## src/rtl/pong_game_ctrl.sv

```systemverilog
// rtl/pong_game_ctrl.sv - per-frame Pong game sequencer: paddles, ball, scores, game FSM
module pong_game_ctrl #(
    parameter int H_ACTIVE     = 640,
    parameter int V_ACTIVE     = 480,
    parameter int BALL_SIZE    = 8,
    parameter int PADDLE_W     = 8,
    parameter int PADDLE_H     = 64,
    parameter int PADDLE_L_X   = 16,
    parameter int PADDLE_R_X   = 616,
    parameter int PADDLE_SPEED = 4,
    parameter int BALL_SPEED   = 2,
    parameter int WIN_SCORE    = 9,
    parameter int SERVE_DELAY  = 60
) (
    input  logic       clk,
    input  logic       rst_n,
    input  logic       frame_tick,
    input  logic       start,
    input  logic       btn_up_l,
    input  logic       btn_dn_l,
    input  logic       btn_up_r,
    input  logic       btn_dn_r,
    output logic [9:0] ball_x,
    output logic [9:0] ball_y,
    output logic [9:0] paddle_l_y,
    output logic [9:0] paddle_r_y,
    output logic [3:0] score_l,
    output logic [3:0] score_r,
    output logic [1:0] state,
    output logic       game_over
);
    localparam int CW = $clog2(SERVE_DELAY);

    localparam logic [10:0] BALL_X0 = 11'((H_ACTIVE - BALL_SIZE) / 2);
    localparam logic [10:0] BALL_Y0 = 11'((V_ACTIVE - BALL_SIZE) / 2);
    localparam logic [10:0] PAD_Y0  = 11'((V_ACTIVE - PADDLE_H) / 2);
    localparam logic [10:0] PAD_MAX = 11'(V_ACTIVE - PADDLE_H);
    localparam logic [10:0] BY_MAX  = 11'(V_ACTIVE - BALL_SIZE);
    localparam logic [10:0] BX_MAX  = 11'(H_ACTIVE - BALL_SIZE);
    localparam logic [10:0] LF      = 11'(PADDLE_L_X + PADDLE_W);
    localparam logic [10:0] RF      = 11'(PADDLE_R_X - BALL_SIZE);
    localparam logic [10:0] P_SPD   = 11'(PADDLE_SPEED);
    localparam logic [10:0] B_SPD   = 11'(BALL_SPEED);
    localparam logic [10:0] B_SZ    = 11'(BALL_SIZE);
    localparam logic [10:0] P_H     = 11'(PADDLE_H);
    localparam logic [3:0]  WIN     = 4'(WIN_SCORE);
    localparam logic [CW-1:0] CNT_LAST = CW'(SERVE_DELAY - 1);

    typedef enum logic [1:0] {S_IDLE, S_SERVE, S_PLAY, S_OVER} state_t;

    state_t        state_q, state_d;
    logic [9:0]    ball_x_q, ball_x_d, ball_y_q, ball_y_d;
    logic [9:0]    pad_l_q, pad_l_d, pad_r_q, pad_r_d;
    logic [3:0]    score_l_q, score_l_d, score_r_q, score_r_d;
    logic          dir_x_q, dir_x_d, dir_y_q, dir_y_d;
    logic [CW-1:0] cnt_q, cnt_d;
    logic          over_q;

    logic [10:0] bx, by, pl, pr, nbx, nby;
    logic        ndx, ndy, ov_l, ov_r, miss_l, miss_r;
    logic [3:0]  sl_inc, sr_inc;

    function automatic logic [9:0] paddle_next(input logic [9:0] y, input logic up, input logic dn);
        logic [10:0] y11;
        y11 = {1'b0, y};
        if (up && !dn)
            y11 = (y11 <= P_SPD) ? 11'd0 : y11 - P_SPD;
        else if (dn && !up)
            y11 = (y11 + P_SPD >= PAD_MAX) ? PAD_MAX : y11 + P_SPD;
        return y11[9:0];
    endfunction

    assign bx     = {1'b0, ball_x_q};
    assign by     = {1'b0, ball_y_q};
    assign pl     = {1'b0, pad_l_q};
    assign pr     = {1'b0, pad_r_q};
    assign ov_l   = (by + B_SZ > pl) && (by < pl + P_H);
    assign ov_r   = (by + B_SZ > pr) && (by < pr + P_H);
    assign sl_inc = (score_l_q == 4'd15) ? score_l_q : score_l_q + 4'd1;
    assign sr_inc = (score_r_q == 4'd15) ? score_r_q : score_r_q + 4'd1;

    // Candidate ball motion for a PLAY tick, always from pre-update positions.
    always_comb begin
        nby    = by;
        ndy    = dir_y_q;
        nbx    = bx;
        ndx    = dir_x_q;
        miss_l = 1'b0;
        miss_r = 1'b0;
        if (dir_y_q) begin
            if (by + B_SPD >= BY_MAX) begin
                nby = BY_MAX;
                ndy = 1'b0;
            end else begin
                nby = by + B_SPD;
            end
        end else if (by <= B_SPD) begin
            nby = 11'd0;
            ndy = 1'b1;
        end else begin
            nby = by - B_SPD;
        end
        if (!dir_x_q) begin
            if (bx >= LF && bx - B_SPD <= LF && ov_l) begin
                nbx = LF;
                ndx = 1'b1;
            end else if (bx <= B_SPD) begin
                nbx    = 11'd0;
                miss_l = 1'b1;
            end else begin
                nbx = bx - B_SPD;
            end
        end else begin
            if (bx <= RF && bx + B_SPD >= RF && ov_r) begin
                nbx = RF;
                ndx = 1'b0;
            end else if (bx + B_SPD >= BX_MAX) begin
                nbx    = BX_MAX;
                miss_r = 1'b1;
            end else begin
                nbx = bx + B_SPD;
            end
        end
    end

    always_comb begin
        state_d   = state_q;
        ball_x_d  = ball_x_q;
        ball_y_d  = ball_y_q;
        pad_l_d   = pad_l_q;
        pad_r_d   = pad_r_q;
        score_l_d = score_l_q;
        score_r_d = score_r_q;
        dir_x_d   = dir_x_q;
        dir_y_d   = dir_y_q;
        cnt_d     = cnt_q;
        case (state_q)
            S_IDLE: begin
                if (start) begin
                    state_d = S_SERVE;
                    cnt_d   = '0;
                end
            end
            S_SERVE: begin
                if (frame_tick) begin
                    pad_l_d = paddle_next(pad_l_q, btn_up_l, btn_dn_l);
                    pad_r_d = paddle_next(pad_r_q, btn_up_r, btn_dn_r);
                    if (cnt_q == CNT_LAST) state_d = S_PLAY;
                    else                   cnt_d   = cnt_q + 1'b1;
                end
            end
            S_PLAY: begin
                if (frame_tick) begin
                    pad_l_d  = paddle_next(pad_l_q, btn_up_l, btn_dn_l);
                    pad_r_d  = paddle_next(pad_r_q, btn_up_r, btn_dn_r);
                    ball_x_d = nbx[9:0];
                    ball_y_d = nby[9:0];
                    dir_x_d  = ndx;
                    dir_y_d  = ndy;
                    if (miss_l || miss_r) begin
                        if (miss_l) score_r_d = sr_inc;
                        else        score_l_d = sl_inc;
                        if ((miss_l && sr_inc == WIN) || (miss_r && sl_inc == WIN)) begin
                            state_d = S_OVER;
                        end else begin
                            // Serve heads toward whoever conceded the point.
                            state_d  = S_SERVE;
                            cnt_d    = '0;
                            ball_x_d = BALL_X0[9:0];
                            ball_y_d = BALL_Y0[9:0];
                            dir_x_d  = miss_r;
                            dir_y_d  = 1'b1;
                        end
                    end
                end
            end
            S_OVER: begin
                if (start) begin
                    state_d   = S_SERVE;
                    cnt_d     = '0;
                    score_l_d = 4'd0;
                    score_r_d = 4'd0;
                    ball_x_d  = BALL_X0[9:0];
                    ball_y_d  = BALL_Y0[9:0];
                    pad_l_d   = PAD_Y0[9:0];
                    pad_r_d   = PAD_Y0[9:0];
                end
            end
        endcase
    end

    always_ff @(posedge clk or negedge rst_n) begin
        if (!rst_n) begin
            state_q   <= S_IDLE;
            ball_x_q  <= BALL_X0[9:0];
            ball_y_q  <= BALL_Y0[9:0];
            pad_l_q   <= PAD_Y0[9:0];
            pad_r_q   <= PAD_Y0[9:0];
            score_l_q <= 4'd0;
            score_r_q <= 4'd0;
            dir_x_q   <= 1'b1;
            dir_y_q   <= 1'b1;
            cnt_q     <= '0;
            over_q    <= 1'b0;
        end else begin
            state_q   <= state_d;
            ball_x_q  <= ball_x_d;
            ball_y_q  <= ball_y_d;
            pad_l_q   <= pad_l_d;
            pad_r_q   <= pad_r_d;
            score_l_q <= score_l_d;
            score_r_q <= score_r_d;
            dir_x_q   <= dir_x_d;
            dir_y_q   <= dir_y_d;
            cnt_q     <= cnt_d;
            over_q    <= (state_d == S_OVER);
        end
    end

    assign ball_x     = ball_x_q;
    assign ball_y     = ball_y_q;
    assign paddle_l_y = pad_l_q;
    assign paddle_r_y = pad_r_q;
    assign score_l    = score_l_q;
    assign score_r    = score_r_q;
    assign state      = state_q;
    assign game_over  = over_q;
endmodule

```

## config.mk

```make
export PLATFORM = sky130hd
export DESIGN_NAME = pong_game_ctrl
export DESIGN_NICKNAME = d
export VERILOG_FILES = /design/src/rtl/pong_game_ctrl.sv
export SDC_FILE = /design/constraint.sdc
export NUM_CORES = 1
export LEC_CHECK = 0
export ABC_AREA = 1
export BUFFER_PORTS_ARGS = -buffer_cell sky130_fd_sc_hd__clkbuf_2
export CORE_UTILIZATION = 30
export CTS_CLUSTER_DIAMETER = 60
export DETAILED_ROUTE_END_ITERATION = 8
export GPL_ROUTABILITY_DRIVEN = 1
export RECOVER_POWER = 100
export SYNTH_ARGS = -nofsm -noshare
export SYNTH_HDL_FRONTEND = slang
export SYNTH_SLANG_ARGS = --single-unit
```

## constraint.sdc

```tcl
create_clock -name clk -period 4.3 [get_ports clk]
set_input_delay 0.86 -clock clk [delete_from_list [all_inputs] [get_ports clk]]
set_output_delay 0.86 -clock clk [all_outputs]
set_load 0.1 [all_outputs]
```

Word level (Yosys, flattened, before mapping) --
Cells that the tools add are included.
Cells by class: reductions and logical operators 30, magnitude comparators 16, eq/ne operators 21, add/subtract/negate cells 14, mux-type cells 72
Operator list (count):
- 2-to-1 mux 10 bit | 27
- case mux 10 bit (2 select lines) | 4
- 2-to-1 mux 4 bit | 9
- 2-to-1 mux 6 bit | 6
- >= comparator 11 x 9 -> 1 bit, second input constant | 3
- adder 10 x 2 -> 11 bit, second input constant | 2
- adder 10 x 3 -> 11 bit, second input constant | 2
- adder 10 x 7 -> 11 bit, second input constant | 2
- >= comparator 11 x 10 -> 1 bit, second input constant | 2
- > comparator 11 x 10 -> 1 bit | 2
- < comparator 10 x 11 -> 1 bit | 2
- <= comparator 10 x 2 -> 1 bit, second input constant | 2
- <= comparator 10 x 3 -> 1 bit, second input constant | 2
- subtractor 10 x 3 -> 10 bit, second input constant | 2
- case mux 6 bit (3 select lines) | 1
- equality test 4 bit, second input constant | 4
- 2-to-1 mux 1 bit | 16
- != test 2 bit, second input constant | 8
- case mux 4 bit (2 select lines) | 2
- logical AND 1 bit | 12
- 2-to-1 mux 2 bit | 6
- adder 10 x 4 -> 11 bit, second input constant | 1
- <= comparator 11 x 5 -> 1 bit, second input constant | 1
- subtractor 10 x 2 -> 11 bit, second input constant | 1
- 21 further kinds | 34
Word-level totals: word-level logic and storage cells 164, register bits 59, input bits 8, output and inout port bits 51

Logic depth before layout (Yosys ltp) --
word-level depth 13, gate-level depth with buffers 26, depth with buffers taken out 26

Least setup slack after synthesis --
Ideal clock, no wire load.
kind reg2reg, from register ball_y_q[4], in the netlist ball_y[4], to register ball_x_q[0], in the netlist ball_x[0], arrival 3241 ps, stages on the path, launching flop included 21, path slack 931 ps, data required time 4172 ps, setup time 128 ps, clock period less this slack 3369 ps, path buffers 0, cells stage by stage dfrtp_1 > ha_1 > nand2_1 > inv_1 > nand3_1 > xor2_1 > inv_1 > ha_1 > inv_1 > o211ai_1 > nor2_1 > a21oi_1 > nand3_2 > nand3_1 > nand2_1 > inv_2 > nand2_4 > nand2_4 > inv_2 > nand3_1 > o21ai_1
On the way: longest elaborated chain between the ends 12, elaborated cells between the ends (all ways) 24, those cells by class add/sub (1); order compare (4); mux (11); reduce/logical (8)
RTL lines:
- start: declaration | line 52 | logic [9:0] ball_x_q, ball_x_d, ball_y_q, ball_y_d;
- start signal: assignment | line 196 | ball_y_q <= BALL_Y0[9:0];
- start signal: assignment | line 208 | ball_y_q <= ball_y_d;
- adder 10 x 4 -> 11 bit | line 77, 78
- > comparator 11 x 10 -> 1 bit (on tied branches) | line 77, 78
- logical AND 1 bit (on tied branches) | line 77, 78
- logical AND 1 bit (on tied branches) | line 104, 114
- 2-to-1 mux 1 bit (on tied branches) | line 104, 114
- 2-to-1 mux 1 bit | line 103 | if (!dir_x_q) begin
- logical AND 1 bit | line 163 | if ((miss_l && sr_inc == WIN) || (miss_r && sl_inc == WIN)) begin
- logical OR 1 bit | line 163
- 2-to-1 mux 10 bit | line 163
- 2-to-1 mux 10 bit (*) | line 160 | if (miss_l || miss_r) begin
- 2-to-1 mux 10 bit (*) | line 153 | if (frame_tick) begin
- case mux 10 bit (2 select lines) (*) | line 137 | case (state_q)
- end signal: assignment | line 195 | ball_x_q <= BALL_X0[9:0];
- end signal: assignment | line 207 | ball_x_q <= ball_x_d;
- end: declaration | line 52
Every way passes the cells marked *; elsewhere a longest branch is shown, timed or not. The select of a mux whose other input is x is not followed. A chain may end at the register's enable or synchronous reset.

Worst setup path in the final report --
from register ball_y_q[3], in the netlist ball_y[3], to register cnt_q[0]
On the way: longest elaborated chain between the ends 10, elaborated cells between the ends (all ways) 20, those cells by class add/sub (1); order compare (4); eq/ne (2); mux (4); reduce/logical (9)
RTL lines:
- adder 10 x 4 -> 11 bit | line 77, 78
- > comparator 11 x 10 -> 1 bit (on tied branches) | line 77, 78
- logical AND 1 bit (on tied branches) | line 77, 78
- logical AND 1 bit (on tied branches) | line 104, 114
- 2-to-1 mux 1 bit (on tied branches) | line 104, 114
- 2-to-1 mux 1 bit | line 103
- logical AND 1 bit | line 163
- logical OR 1 bit | line 163
- != test 2 bit (no source line)
- AND reduction 6 bit (no source line) (*)
- end signal: assignment | line 215 | cnt_q <= cnt_d;
- end: declaration | line 56 | logic [CW-1:0] cnt_q, cnt_d;
Every way passes the cells marked *; elsewhere a longest branch is shown, timed or not.

==> impl_metrics.py <==
metrics = {
    "floorplanning": {
        "die_w_microns": 138,
        "io-pin-count": 59,
        "fp.dieH_microns": 138,
        "fp-row-count": 49,
        "die_area_sq_um": 19000,
        "coreArea_sq_um": 18000,
        "start_util_pct": 30.7,
    },
    "drt": {
        "ant_nets": 0,
        "dr.pass1.iters": 5,
        "viasPerCell": 4.94,
        "wl_microns": 15300,
        "vias": 5337,
        "drc": 0,
        "drt-initial-drc-count": 363,
        "wl_per_cell_microns": 14.1,
    },
    "clocking": {
        "numCtsBuffers": 5,
        "clockBufferDepth": 2,
        "insertion_delay_ns": 0.31,
        "htreeDepth": 2,
        "post_cts_resized": 0,
        "numClockSinks": 55,
        "cts_setup_buffers": 0,
        "clockRootBuffer": "clkbuf_16",
        "hold_buffers": 0,
        "cts_tree": "built",
        "cts.clk_slew.worst_paths_ns": 0.08,
    },
    "setup_path": {
        "start_kind": "flop",
        "required_ns": 4.51,
        "r2r_end": "cnt_q[0]",
        "r2r-start": "ball_y[3]",
        "crit_type": "flop to flop",
        "r2r_setup_slack_ns": 0.73,
        "arrival_ns": 3.78,
        "crit_fanout": 12,
        "reg2regPathDepth": 20,
        "crit_path_end_kind": "flop",
    },
    "timing": {
        "tightest_slew_ns": 1.75,
        "rsz0062_at_grt": "no",
        "layout_setup_ws_ns": 0.729,
        "hold_violations": 0,
        "finClkSkew_ns": 0.00692,
        "timing.final.crit_share_pct": 83.0,
        "drv_slew": 58,
        "setup_viol": 0,
        "tns_ns": 0,
        "finalCriticalPeriod_ns": 3.57,
        "relSlewSlack_pct": -16.5,
        "fmax_mhz": 280,
    },
    "synthesis": {
        "netlist_area_sq_um": 5540,
        "synth_cell_types": 49,
        "synth_xor_area_share_pct": 6.01,
        "synth_edf_count": 0,
        "async_flop_share_pct": 100,
        "synth_top_area_share_pct": 16.7,
        "synth_top_family_by_area": "simple AND/OR/NAND/NOR gates",
        "synth-seq-cells": 55,
        "syn-mean-instance-area_sq_um": 6.90,
        "synthTopCellsByArea": "dfrtp_1, ha_1, nand2_1, dfstp_2, inv_1",
        "synthCells": 802,
        "yosys_warnings": 0,
        "synth_compound_area_share_pct": 16.5,
        "synth-adder-area-share_pct": 13.1,
        "synthSimpleGateAreaFrac_pct": 28.3,
        "synth_top_area_cell": "dfrtp_1",
        "synth_flop_cell": "dfrtp_1",
        "seq_area_frac_synth_pct": 25.3,
        "synthMuxAreaShare_pct": 0,
    },
    "min_path": {
        "hold_path_class": "flop to flop",
        "hold_path_startpoint": "score_r[3]",
        "min_path_cells": 2,
        "min_to": "score_r[3]",
    },
    "global_route": {
        "grt_max_degree": 30,
        "grt_overflow": 0,
        "grt_pass1_wl_microns": 25500,
        "gr-usage-all-layers_pct": 17.1,
        "grt_antenna_before_repair": 0,
        "grt_pass1_vias": 5109,
    },
    "finish": {
        "diodes": 0,
        "drive_above_1_share_pct": 7.04,
        "area_growth_pct": 9.88,
        "fin_nets": 917,
    },
    "place": {
        "dp_hpwl_microns": 12000,
        "place_congestion": 0.904,
        "io_buffer_count": 54,
        "dp_worst_setup_slack_ns": 0.988,
    },
    "job": {
        "maxCapViolations": 2,
    },
    "run_status": {
        "status": "finished, violations left",
        "violations": "capacitance limit, slew limit",
    },
}
-- kinds of logic after synthesis --
family,after synthesis
AOI/OAI and AO/OA,152
xor gates and xnor gates,38
adders and majority gates,58
buffers and inverters,148
DFF,55
other,1
and+or+nand+nor,350
-- routing by layer --
layer / vias up / wire, microns / track usage (%)
met1: 2464 / 7490 / 23.3
li1: 2749 / - / -
met4: 0 / 188 / 4.77
met5: - / 0 / 0
met3: 13 / 558 / 2.21
met2: 111 / 7010 / 28.1
-- state kept, by name, indices dropped and copies added, names as in the netlist --
name        cells
cnt_q           6
dir_y_q         1
score_r         4
game_over       1
ball_y         10
score_l         4
dir_x_q         1
paddle_l_y      8
state           2
paddle_r_y      8
ball_x         10
-- cells in the mapped netlist (all sizes together) (3+ instances only) --
cell	number
nand2	169
nand4	13
a32oi	3
dfstp	18
a21oi	39
o22ai	15
dfrtp	37
buf	12
nor4	3
a22oi	5
ha	58
o21ai	59
o211ai	7
nand3	57
a41oi	3
xor2	36
o31ai	3
clkbuf	5
o21a	3
nor2	91
nor3	10
inv	130
a31oi	3
o2111ai	4
nand3b	3
-- final cells by class --
cell class / count / area, sq um
inverters: 131 / 492
fillers: 2007 / 11900
well taps: 229 / 287
clock inverters: 3 / 21.3
repair buffers: 56 / 221
flip-flops and latches: 55 / 1400
clock buffers: 5 / 125
multi-input cells: 602 / 3540
-- cells in the final DEF, fill, tap and decap left out, types with 3 or more instances in the layout --
master / n
a41oi_1: 3
o21ai_1: 3
nand2_2: 8
nor2_2: 4
o211ai_1: 7
dfstp_2: 17
xor2_1: 36
clkbuf_1: 49
inv_2: 4
a31oi_1: 3
nor2_1: 85
o22ai_1: 15
nand3_2: 4
a32oi_1: 3
o21a_1: 3
a22oi_1: 5
nand2_1: 158
ha_1: 58
conb_1: 4
o31ai_1: 3
dfrtp_1: 37
nand3b_1: 3
nand4_1: 13
a21oi_1: 39
clkbuf_2: 6
o21ai_0: 53
nor4_1: 3
nand3_1: 53
o2111ai_1: 4
nor3_1: 10
clkbuf_16: 5
nand2_4: 3
inv_1: 126
-- worst max path at each step --
stage,endpoint,depth (start not counted),slack [ns],startpoint
after detailed placement,cnt_q[0],20,0.99,ball_y[3]
after CTS,cnt_q[0],20,0.98,ball_y[3]
after floorplan,ball_x[0],20,0.93,ball_y[4]
final,cnt_q[0],20,0.73,ball_y[3]
after global routing,cnt_q[0],20,0.29,ball_y[3]
after global placement,cnt_q[0],20,1.08,ball_y[3]
-- through the flow --
stage          instances  utilization (%)  area (sq um)  hold WS, ns
5_1_grt             1081             33.7          6080        0.574
4_1_cts             1081             34.2          6160        0.565
3_5_place_dp        1073             33.4          6010        0.544
6_report            1081             33.7          6080        0.560
3_3_place_gp        1073             33.4          6010        0.533
2_1_floorplan        805                -          5550        0.509
-- worst max-delay path, stage by stage, from the launching register on --
cell and delay (ns):
dfstp_1 0.76, inv_1 0.17, nor2_1 0.31, nand2_1 0.11, xor2_1 0.24, ha_1 0.29
nand2_1 0.09, inv_1 0.04, a21oi_1 0.14, nand2_1 0.07, nand2_1 0.05, nand2_1 0.04
nand2_1 0.06, nand2_1 0.08, nand3_2 0.12, nand3_2 0.12, nand2_4 0.10, nand2_1 0.06
o21ai_2 0.34, o21ai_0 0.16, o21a_1 0.13
Power is not shown: default switching activity piles up to over one toggle a cycle in this logic, so the estimate is an artifact.
